## config.mk

```make
export PLATFORM = sky130hd
export DESIGN_NAME = ireq_arbiter
export DESIGN_NICKNAME = d
export VERILOG_FILES = /design/src/rtl/srio_ireq_pkg.sv /design/src/rtl/rr_arb_pick.sv /design/src/rtl/ireq_arbiter.sv
export SDC_FILE = /design/constraint.sdc
export NUM_CORES = 1
export LEC_CHECK = 0
export BUFFER_PORTS_ARGS = -buffer_cell sky130_fd_sc_hd__buf_2
export CAP_MARGIN = 20
export CELL_PAD_IN_SITES_DETAIL_PLACEMENT = 0
export CELL_PAD_IN_SITES_GLOBAL_PLACEMENT = 2
export CORE_MARGIN = 5
export CORE_UTILIZATION = 18
export DETAILED_ROUTE_END_ITERATION = 6
export PLACE_DENSITY_LB_ADDON = 0.1
export SYNTH_ARGS = -nofsm -noshare
export SYNTH_HDL_FRONTEND = slang
export SYNTH_SLANG_ARGS = --single-unit
```

## constraint.sdc

```tcl
create_clock -name log_clk -period 3.4 [get_ports log_clk]
set_clock_uncertainty 0.2 [all_clocks]
set_input_delay 0.51 -clock log_clk [delete_from_list [all_inputs] [get_ports log_clk]]
set_output_delay 0.51 -clock log_clk [all_outputs]
set_load 0.1 [all_outputs]
```

## src/rtl/srio_ireq_pkg.sv

```systemverilog
// Shared definitions for the SRIO initiator-request path: packet types,
// packet size limit and the arbiter state encoding.
package srio_ireq_pkg;

   // FTYPE codes carried by the local requesters
   localparam logic [3:0] FTYPE_DOORB = 4'hA;
   localparam logic [3:0] FTYPE_NWR   = 4'h5;
   localparam logic [3:0] FTYPE_TNWR  = 4'h4;

   // 1 header beat + 32 x 8-byte data beats = 256-byte payload ceiling
   localparam int MAX_BEATS_DEF = 33;

   // Beat counter width; must be able to represent MAX_BEATS
   localparam int BEAT_CNT_W = 6;

   typedef enum logic [1:0] {
      ST_IDLE  = 2'd0,
      ST_XFER  = 2'd1,
      ST_DRAIN = 2'd2
   } arb_state_e;

endpackage

```

## src/rtl/rr_arb_pick.sv

```systemverilog
// Combinational round-robin pick: the first asserted valid bit found when
// searching upward from last_i+1 (mod NUM_REQ). Shared by the ireq arbiter
// and any later iresp/tresp arbiters.
module rr_arb_pick #(
   parameter int NUM_REQ = 2,
   parameter int IDX_W   = 1
) (
   input  logic [NUM_REQ-1:0] valid_i,
   input  logic [IDX_W-1:0]   last_i,
   output logic [NUM_REQ-1:0] pick_oh_o,
   output logic [IDX_W-1:0]   pick_idx_o,
   output logic               any_o
);

   logic found_s;
   logic hit_s;

   // Walk the candidates in priority order; the first valid one wins
   always_comb begin
      pick_oh_o  = '0;
      pick_idx_o = '0;
      found_s    = 1'b0;
      hit_s      = 1'b0;
      for (int k = 1; k <= NUM_REQ; k++) begin
         for (int j = 0; j < NUM_REQ; j++) begin
            hit_s        = !found_s && valid_i[j] &&
                           (j == ((int'(last_i) + k) % NUM_REQ));
            pick_oh_o[j] = pick_oh_o[j] | hit_s;
            pick_idx_o   = hit_s ? IDX_W'(j) : pick_idx_o;
            found_s      = found_s | hit_s;
         end
      end
   end

   assign any_o = |valid_i;

endmodule

```

## src/rtl/ireq_arbiter.sv

```systemverilog
// Packet-granular round-robin arbiter for the SRIO ireq AXI-Stream channel.
// One requester owns the channel from its first beat to its tlast; packets
// longer than MAX_BEATS are cut with a forced tlast and the remainder of the
// source packet is drained and discarded.
module ireq_arbiter
   import srio_ireq_pkg::*;
#(
   parameter int NUM_REQ   = 2,
   parameter int MAX_BEATS = MAX_BEATS_DEF,
   parameter int CNT_W     = 16
) (
   input  logic                     log_clk,
   input  logic                     log_rst_n,
   input  logic                     link_initialized,
   input  logic [NUM_REQ-1:0]       req_tvalid_in,
   output logic [NUM_REQ-1:0]       req_tready_o,
   input  logic [NUM_REQ-1:0]       req_tlast_in,
   input  logic [64*NUM_REQ-1:0]    req_tdata_in,
   input  logic [8*NUM_REQ-1:0]     req_tkeep_in,
   input  logic [32*NUM_REQ-1:0]    req_tuser_in,
   output logic                     ireq_tvalid_o,
   input  logic                     ireq_tready_in,
   output logic                     ireq_tlast_o,
   output logic [63:0]              ireq_tdata_o,
   output logic [7:0]               ireq_tkeep_o,
   output logic [31:0]              ireq_tuser_o,
   output logic [NUM_REQ-1:0]       grant_o,
   output logic                     busy_o,
   output logic                     overrun_o,
   output logic [CNT_W*NUM_REQ-1:0] pkt_cnt_o
);

   localparam int IDX_W = (NUM_REQ > 1) ? $clog2(NUM_REQ) : 1;
   localparam logic [BEAT_CNT_W-1:0] LAST_BEAT = BEAT_CNT_W'(MAX_BEATS - 1);

   arb_state_e                      state_q, state_d;
   logic [NUM_REQ-1:0]              grant_q, grant_d;
   logic [IDX_W-1:0]                grant_idx_q, grant_idx_d;
   logic [IDX_W-1:0]                last_grant_q, last_grant_d;
   logic [BEAT_CNT_W-1:0]           beat_cnt_q, beat_cnt_d;
   logic                            overrun_q, overrun_d;
   logic [NUM_REQ-1:0][CNT_W-1:0]   pkt_cnt_q, pkt_cnt_d;

   logic [NUM_REQ-1:0] pick_oh_s;
   logic [IDX_W-1:0]   pick_idx_s;
   logic               pick_any_s;

   logic [NUM_REQ-1:0] xfer_mask_s;
   logic               sel_valid_s;
   logic               sel_last_s;
   logic [63:0]        sel_data_s;
   logic [7:0]         sel_keep_s;
   logic [31:0]        sel_user_s;
   logic               own_valid_s;
   logic               own_last_s;
   logic               at_limit_s;
   logic               xfer_hs_s;
   logic               drain_hs_s;

   rr_arb_pick #(
      .NUM_REQ (NUM_REQ),
      .IDX_W   (IDX_W)
   ) u_pick (
      .valid_i    (req_tvalid_in),
      .last_i     (last_grant_q),
      .pick_oh_o  (pick_oh_s),
      .pick_idx_o (pick_idx_s),
      .any_o      (pick_any_s)
   );

   // Zero-latency AND-OR mux of the owner's stream; all-zero unless in XFER
   always_comb begin
      xfer_mask_s = (state_q == ST_XFER) ? grant_q : '0;
      sel_data_s  = 64'h0;
      sel_keep_s  = 8'h00;
      sel_user_s  = 32'h0;
      for (int i = 0; i < NUM_REQ; i++) begin
         sel_data_s = sel_data_s | (req_tdata_in[i*64 +: 64] & {64{xfer_mask_s[i]}});
         sel_keep_s = sel_keep_s | (req_tkeep_in[i*8 +: 8]   & {8{xfer_mask_s[i]}});
         sel_user_s = sel_user_s | (req_tuser_in[i*32 +: 32] & {32{xfer_mask_s[i]}});
      end
      sel_valid_s = |(req_tvalid_in & xfer_mask_s);
      sel_last_s  = |(req_tlast_in & xfer_mask_s);
      own_valid_s = |(req_tvalid_in & grant_q);
      own_last_s  = |(req_tlast_in & grant_q);
      at_limit_s  = (beat_cnt_q == LAST_BEAT);
      xfer_hs_s   = sel_valid_s && ireq_tready_in;
      drain_hs_s  = (state_q == ST_DRAIN) && own_valid_s;
   end

   // Ready steering: owner follows downstream in XFER, swallows beats in DRAIN
   always_comb begin
      case (state_q)
         ST_XFER:  req_tready_o = grant_q & {NUM_REQ{ireq_tready_in}};
         ST_DRAIN: req_tready_o = grant_q;
         default:  req_tready_o = '0;
      endcase
   end

   assign ireq_tvalid_o = sel_valid_s;
   assign ireq_tlast_o  = sel_last_s || ((state_q == ST_XFER) && at_limit_s);
   assign ireq_tdata_o  = sel_data_s;
   assign ireq_tkeep_o  = sel_keep_s;
   assign ireq_tuser_o  = sel_user_s;
   assign grant_o       = grant_q;
   assign busy_o        = (state_q != ST_IDLE);
   assign overrun_o     = overrun_q;
   assign pkt_cnt_o     = pkt_cnt_q;

   // Next-state: grant in IDLE, track beats in XFER, discard tail in DRAIN
   always_comb begin
      state_d      = state_q;
      grant_d      = grant_q;
      grant_idx_d  = grant_idx_q;
      last_grant_d = last_grant_q;
      beat_cnt_d   = beat_cnt_q;
      overrun_d    = 1'b0;
      pkt_cnt_d    = pkt_cnt_q;
      case (state_q)
         ST_IDLE: begin
            if (link_initialized && pick_any_s) begin
               state_d     = ST_XFER;
               grant_d     = pick_oh_s;
               grant_idx_d = pick_idx_s;
               beat_cnt_d  = '0;
            end else begin
               state_d = ST_IDLE;
            end
         end
         ST_XFER: begin
            if (xfer_hs_s && sel_last_s) begin
               for (int i = 0; i < NUM_REQ; i++) begin
                  pkt_cnt_d[i] = pkt_cnt_q[i] + CNT_W'(grant_q[i]);
               end
               last_grant_d = grant_idx_q;
               grant_d      = '0;
               state_d      = ST_IDLE;
            end else if (xfer_hs_s && at_limit_s) begin
               overrun_d = 1'b1;
               state_d   = ST_DRAIN;
            end else if (xfer_hs_s) begin
               beat_cnt_d = beat_cnt_q + BEAT_CNT_W'(1);
            end else begin
               state_d = ST_XFER;
            end
         end
         ST_DRAIN: begin
            if (drain_hs_s && own_last_s) begin
               last_grant_d = grant_idx_q;
               grant_d      = '0;
               state_d      = ST_IDLE;
            end else begin
               state_d = ST_DRAIN;
            end
         end
         default: begin
            state_d = ST_IDLE;
            grant_d = '0;
         end
      endcase
   end

   // State and bookkeeping registers; requester 0 has priority after reset
   always_ff @(posedge log_clk or negedge log_rst_n) begin
      if (!log_rst_n) begin
         state_q      <= ST_IDLE;
         grant_q      <= '0;
         grant_idx_q  <= '0;
         last_grant_q <= IDX_W'(NUM_REQ - 1);
         beat_cnt_q   <= '0;
         overrun_q    <= 1'b0;
         pkt_cnt_q    <= '0;
      end else begin
         state_q      <= state_d;
         grant_q      <= grant_d;
         grant_idx_q  <= grant_idx_d;
         last_grant_q <= last_grant_d;
         beat_cnt_q   <= beat_cnt_d;
         overrun_q    <= overrun_d;
         pkt_cnt_q    <= pkt_cnt_d;
      end
   end

endmodule

```

==> metrics.cfg, run 1 <==
[outcome]
status=complete, no violations

[sta]
fin_tns_setup_ps=0
fmax_mhz=319.4
fin_crit_ps=3131
setup_ws_ps=268.8
rsz0062_at_grt=false
tightest_slew_ps=657.5
slew-limit-headroom=0.5617
fin_crit_sh=0.9209
setup_violations=0
maxSlewViolCount=0
final_hold_viol_count=0

[routing]
first_pass_iters=4
wl_per_cell_um=22.38
drtIter0Drc=167
ant_nets=0
vias=4356
drc=0
drt_wl_total_mm=20.82
via_per_inst=4.684

[cells_and_area]
fin_cells=930
layout_commonest_cell=buf_2
final_nets=918
drive_gt1_frac=0.6479
syn_to_final_growth_pct=71.61
final_cell_mix=357 x buf_2, 60 x a22o_2, 47 x a22o_1

[synth]
postSynth.asyncResetShare=1.000
yosysUniqueCellTypes=42
ys_seq_area_frac=0.3401
syn-num-nets=571
synth_warnings=0
syn-cell-area_mm2=0.003314
synth_top_cell_area_share=0.3322
syn-instance-count=345
yosysTopAreaCell=dfrtp_1
synthTopCellsByArea=dfrtp_1 33%, a22o_1 28%, xnor2_1 5.8%, ha_1 3.8%, nand2_1 2.7%
synth_edf_count=0
syn_area_per_cell_um2=9.607
synth_seq_cells=45
synth_flop_cell=dfrtp_1

[die]
rows=49
core_area_mm2=0.01802
dieArea_mm2=0.02123
die_h_um=145.7
ioPinCount=360
die-width_um=145.7
start_util=0.1839

[critical_path]
cp_max_fo=65
cpMaxStageDelayCell=buf_2
cp.arrival_ps=2420
crit_required_ps=2690
crit_path_end_kind=output pin
path_cells=inv_1 > ha_1 > and2_4 > buf_12 > a22o_2 > buf_2
critPathLaunchType=register
path_class=register to output pin
cp_slowest_stage_delay_ps=450

[power]
peakVddDrop_v=0.0004852
power-per-cell-area_mw_per_mm2=811.5
power.total_uw=4616
p_leak_uw=0.003246

[placed_design]
finalWeightedCongestion=0.8638
dp_hpwl_mm=17.80
dp_cells=912
place_ws_ps=581.9
io_buffers=359

[cts]
cts_max_level=2
clkTransAtPathRegs_ps=70
cts_max_path_buffers=2
cts_buffers=5
cts_root_buf=clkbuf_16
post_cts_buffers=0
cts_tree=done
clk-insertion-delay-late_ps=290
clkSinkCount=45

[global_routing]
grt_pass1_vias=4503
grt-ovfl-total=0
antenna_found_initial=9
grtUsageTotal=0.1831
grt_max_degree=66
grt_pass1_wl_mm=29.71

[job]
maxCapViolations=0

[worst_hold_path]
min-delay-path-class=register to register

## layout make-up
cell class,count,area [µm²]
fill,1991,12340
multi-input combinational,261,2123
timing repair buffer,368,1922
sequential,45,1127
tap,229,286.5
clock buffer,6,128.9
inverter,11,41.29
clock inverter,2,38.79
antenna,8,20.02
## what timing repair did
| item | 4_1_cts | 5_1_grt |
|---|---|---|
| gates resized for setup | 0 | 0 |
| hold endpoints to repair | 0 | 9 |
| hold buffers | 0 | 1 |
## registers in the layout, summed over array words and instances (netlist names)
signal        flops
overrun_o         1
pkt_cnt_o        32
grant_idx_q       1
grant_o           2
beat_cnt_q        6
last_grant_q      1
state_q           2
## Yosys cell counts (2+ instances only)
| master | number |
|---|---|
| dfrtp_1 | 44 |
| nor2b_1 | 3 |
| a22o_1 | 107 |
| clkbuf_1 | 20 |
| nand2_1 | 24 |
| buf_2 | 2 |
| xnor2_1 | 22 |
| a21o_1 | 2 |
| mux2i_1 | 3 |
| mux2_2 | 5 |
| a21oi_1 | 2 |
| nor2_1 | 6 |
| and2_1 | 7 |
| and4_1 | 4 |
| and3_1 | 6 |
| nand3_1 | 15 |
| o2bb2ai_1 | 2 |
| buf_1 | 6 |
| ha_1 | 10 |
| o211ai_1 | 2 |
| nand4_1 | 11 |
| inv_1 | 11 |
| xor2_1 | 7 |
| o21ai_0 | 6 |
## stage by stage
| stage | hold slack (ps) | util | instance area (µm²) |
|---|---|---|---|
| final | 265.3 | 0.3156 | 5688 |
| after global routing | 309.1 | 0.3149 | 5675 |
| after CTS | 262.9 | 0.3128 | 5638 |
| after detailed placement | 264.2 | 0.3035 | 5470 |
| after global placement | 257.5 | 0.3035 | 5470 |
| after floorplan | 14.41 | - | 3395 |
## cell families (layout without fill, tap and decap cells)
kind of cell / after synthesis / in the layout / synth area share
AO/OA/AOI/OAI: 132 / 132 / 0.3375
AND/OR/NAND/NOR: 82 / 82 / 0.1370
flip-flops: 45 / 45 / 0.3401
buffers and inverters: 39 / 387 / 0.04492
XOR/XNOR: 29 / 29 / 0.07663
adder cells (fa/ha/maj): 10 / 10 / 0.03775
multiplexers: 8 / 8 / 0.02605
other: 0 / 8 / 0
## metal layers
| layer | vias up | routed length (µm) | GRT usage |
|---|---|---|---|
| li1 | 2049 | - | - |
| met2 | 230 | 10960 | 0.3453 |
| met5 | - | 13 | 0 |
| met4 | 2 | 329 | 0.03078 |
| met1 | 2051 | 7995 | 0.2073 |
| met3 | 24 | 1518 | 0.05045 |
## power by group
group | switching [µW] | leakage [µW] | internal (µW)
sequential | 51.9 | 0.000599 | 578
clock | 214 | 0.0000811 | 349
combinational | 2770 | 0.00257 | 653
total | 3040 | 0.00325 | 1580
## worst paths after layout
path | start | endpoint | slack [ps] | cells after the start
setup / recovery | state_q[1]$_DFFE_PN0P_ | ireq_tdata_o[53] | 270 | 6
hold / removal | pkt_cnt_o[31]$_DFFE_PN0P_ | pkt_cnt_o[31]$_DFFE_PN0P_ | 270 | 1
setup reg to reg | state_q[1]$_DFFE_PN0P_ | pkt_cnt_o[30]$_DFFE_PN0P_ | 900 | 7
hold reg to reg | pkt_cnt_o[31]$_DFFE_PN0P_ | pkt_cnt_o[31]$_DFFE_PN0P_ | 270 | 1
max in group asynchronous | log_rst_n | last_grant_q$_DFFE_PN1P_ | 2020 | 3
min in group asynchronous | log_rst_n | pkt_cnt_o[10]$_DFFE_PN0P_ | 420 | 2
## worst max-delay path, delay by kind of cell, from the launching register on
family	cells	cell delay, ps
flops	1	420
compound gates	1	250
buf+inv	3	850
simple gates	1	340
fa+ha+maj	1	220
(Power assumes the default switching activity.)
==> inputs of run 2 (changes only) <==
ABC_AREA = 1   (was default)
CORE_UTILIZATION = 19   (was 18)
==> metrics.cfg, run 2 <==
[cts]
cts_tree=done
cts_buffers=5  ; unchanged
clk-insertion-delay-late_ps=290  ; about the same
clkTransAtPathRegs_ps=60  ; about the same
cts_max_level=2  ; unchanged
postCtsHoldBufs=0  ; unchanged
ctsResizeCount=0  ; unchanged
cts_root_buf=clkbuf_16
post_cts_buffers=0  ; unchanged
clkSinkCount=45  ; unchanged
cts_max_path_buffers=2  ; unchanged

[synth]
yosysUniqueCellTypes=30  ; -29%
syn-num-nets=947  ; +66%
synth_edf_count=0  ; unchanged
syn-instance-count=721  ; +110%
synthTopCellsByCount=237 x nand2_1, 231 x nand3_1, 45 x nor2_1
yosysTopAreaCell=nand3_1
syn-cell-area_mm2=0.004307  ; +30%
ys_seq_area_frac=0.2618  ; -0.07836
synth_warnings=0  ; unchanged
synth_flop_cell=dfrtp_1
synth_seq_cells=45  ; unchanged
synth.most_common_cell=nand2_1
synth_top_cell_area_share=0.2684  ; -0.06375
postSynth.asyncResetShare=1.000  ; unchanged
syn_area_per_cell_um2=5.973  ; -38%
synthTopCellsByArea=nand3_1 27%, dfrtp_1 26%, nand2_1 21%, nor2_1 3.9%, inv_1 3.1%

[cells_and_area]
final_cell_mix=354 x buf_2, 237 x nand2_1, 231 x nand3_1
drive_gt1_frac=0.3817  ; -0.2662
largest_reg_flops=32  ; unchanged
layout_commonest_cell=buf_2
syn_to_final_growth_pct=54.39
final_nets=1273  ; +39%

[sta]
fmax_mhz=338.3  ; +5.9%
maxSlewViolCount=0  ; unchanged
setup_ws_ps=444.0  ; +175.2 ps
holdWs_ps=-15.52  ; -280.8 ps
rsz0062_at_grt=false
fin_crit_ps=2956  ; -175.2 ps
setup_violations=0  ; unchanged
slew-limit-headroom=0.6254  ; +0.06376
fin_tns_setup_ps=0  ; unchanged
final_hold_viol_count=19  ; +19
fin_crit_sh=0.8694  ; -0.05154
tightest_slew_ps=561.8  ; -95.65 ps

[critical_path]
crit_path_end_kind=output pin
path_cells=inv_1 > ha_4 > buf_12 > nand3_1 > nand2_1 > buf_2
path_delay_family=buffers and inverters
critPathLaunchType=register
crit_required_ps=2690  ; about the same
cp.arrival_ps=2250  ; -170 ps
r2r_setup_slack_ps=900  ; about the same
cp_max_fo=74  ; +14%
cp_num_buf_inv=3  ; unchanged
cpMaxStageDelayCell=buf_2
path_class=register to output pin
cp_slowest_stage_delay_ps=450  ; about the same

[power]
peakVddDrop_v=0.0004305  ; -11%
p_leak_uw=0.004018  ; +24%
power-per-cell-area_mw_per_mm2=902.8  ; +11%

[die]
rows=55  ; +12%
die-width_um=160.6  ; +10%
core_area_mm2=0.02250  ; +25%
start_util=0.1914  ; +0.007500
ioPinCount=360  ; unchanged
die_h_um=160.6  ; +10%
dieArea_mm2=0.02578  ; +21%

[routing]
drt_wl_total_mm=22.80  ; +9.5%
wl_per_cell_um=17.06  ; -24%
vias=5873  ; +35%
ant_nets=0  ; unchanged
first_pass_iters=4  ; unchanged
via_per_inst=4.396  ; -6.1%
drc=0  ; unchanged
drtIter0Drc=257  ; +54%

[global_routing]
grt_pass1_wl_mm=34.74  ; +17%
grtUsageTotal=0.1697  ; -0.01337
grt-ovfl-total=0  ; unchanged
antenna_found_initial=4  ; -5
grt_max_degree=75  ; +14%
grt_pass1_vias=6005  ; +33%

[job]
maxCapViolations=0  ; unchanged

[outcome]
status=finished, violations left
violations=hold timing

[placed_design]
finalWeightedCongestion=0.8070  ; -6.6%
place_ws_ps=729.1  ; +147.2 ps
io_buffers=359  ; unchanged
dp_hpwl_mm=18.58  ; +4.4%

[worst_hold_path]
min-delay-path-class=primary input to async pin

-- run 2: cell types whose count changed after synthesis, moves of 6 or more --
cell / previous run / this run
nand2_1: 24 / 237
nand4_1: 11 / 4
inv_1: 11 / 35
a22o_1: 107 / 0
nor2_1: 6 / 45
xnor2_1: 22 / 10
nand3_1: 15 / 231
and3_1: 6 / 0
buf_2: 2 / 16
and2_1: 7 / 0
-- run 2: worst paths after layout --
check / start / end / cells after the start
min: log_rst_n / pkt_cnt_o[13]$_DFFE_PN0P_ / 1
min reg2reg: grant_idx_q$_DFFE_PN0P_ / grant_idx_q$_DFFE_PN0P_ / 2
max: state_q[1]$_DFFE_PN0P_ / ireq_tuser_o[30] / 6
max reg2reg: grant_o[1]$_DFFE_PN0P_ / pkt_cnt_o[24]$_DFFE_PN0P_ / 6
max in group asynchronous: log_rst_n / last_grant_q$_DFFE_PN1P_ / 2
min in group log_clk: grant_idx_q$_DFFE_PN0P_ / grant_idx_q$_DFFE_PN0P_ / 2
-- run 2: logic make-up (layout without fill, tap and decap cells) --
group / after synthesis / after routing / synth area share
xor gates and xnor gates: 21 / 21 / 0.04271
and+or+nand+nor: 536 / 536 / 0.5537
other: 0 / 3 / 0
adders and majority gates: 10 / 10 / 0.02905
DFF: 45 / 45 / 0.2618
AOI/OAI and AO/OA: 19 / 19 / 0.02353
buffers and inverters: 90 / 417 / 0.08919
-- run 2: cell type report --
cell class,count,area (µm²)
multi-input combinational,586,2819
antenna,3,7.507
clock buffer,6,138.9
tap,285,356.6
sequential,45,1135
clock inverter,2,37.54
inverter,38,142.6
timing repair buffer,371,2012
fill,2635,15850
-- run 2: layer usage --
metal  vias up  share of wire  track usage
met1      2651           0.37       0.1760
met5         -        0.00031            0
met2       184           0.54       0.3304
met3        21          0.078      0.05312
met4         2          0.019      0.03950
li1       3015              -            -
-- run 2: report_power, final --
group / leakage [µW] / internal, µW / total, µW / switching (µW)
clock network: 0.0000831 / 367 / 584 / 217
registers: 0.000600 / 583 / 736 / 154
logic: 0.00333 / 773 / 4680 / 3910
total: 0.00402 / 1720 / 6000 / 4280
-- run 2: per-stage QoR --
step	power, µW	std cells	util	hold slack (ps)	area, µm²
final	6003	1336	0.2955	-15.52	6649
after global routing	6322	1335	0.2954	28.22	6646
after CTS	6079	1333	0.2951	0.5116	6641
after detailed placement	5468	1325	0.2873	286.2	6465
after global placement	5514	1325	0.2873	278.0	6465
after floorplan	4492	721	-	14.41	4318
-- run 2: worst register-to-register path, stage by stage (launching register included) --
cell	delay, ps
dfrtp_4	780
nand2_1	160
nand2_2	170
nand3_4	300
inv_2	470
nand3b_1	160
xnor2_1	150
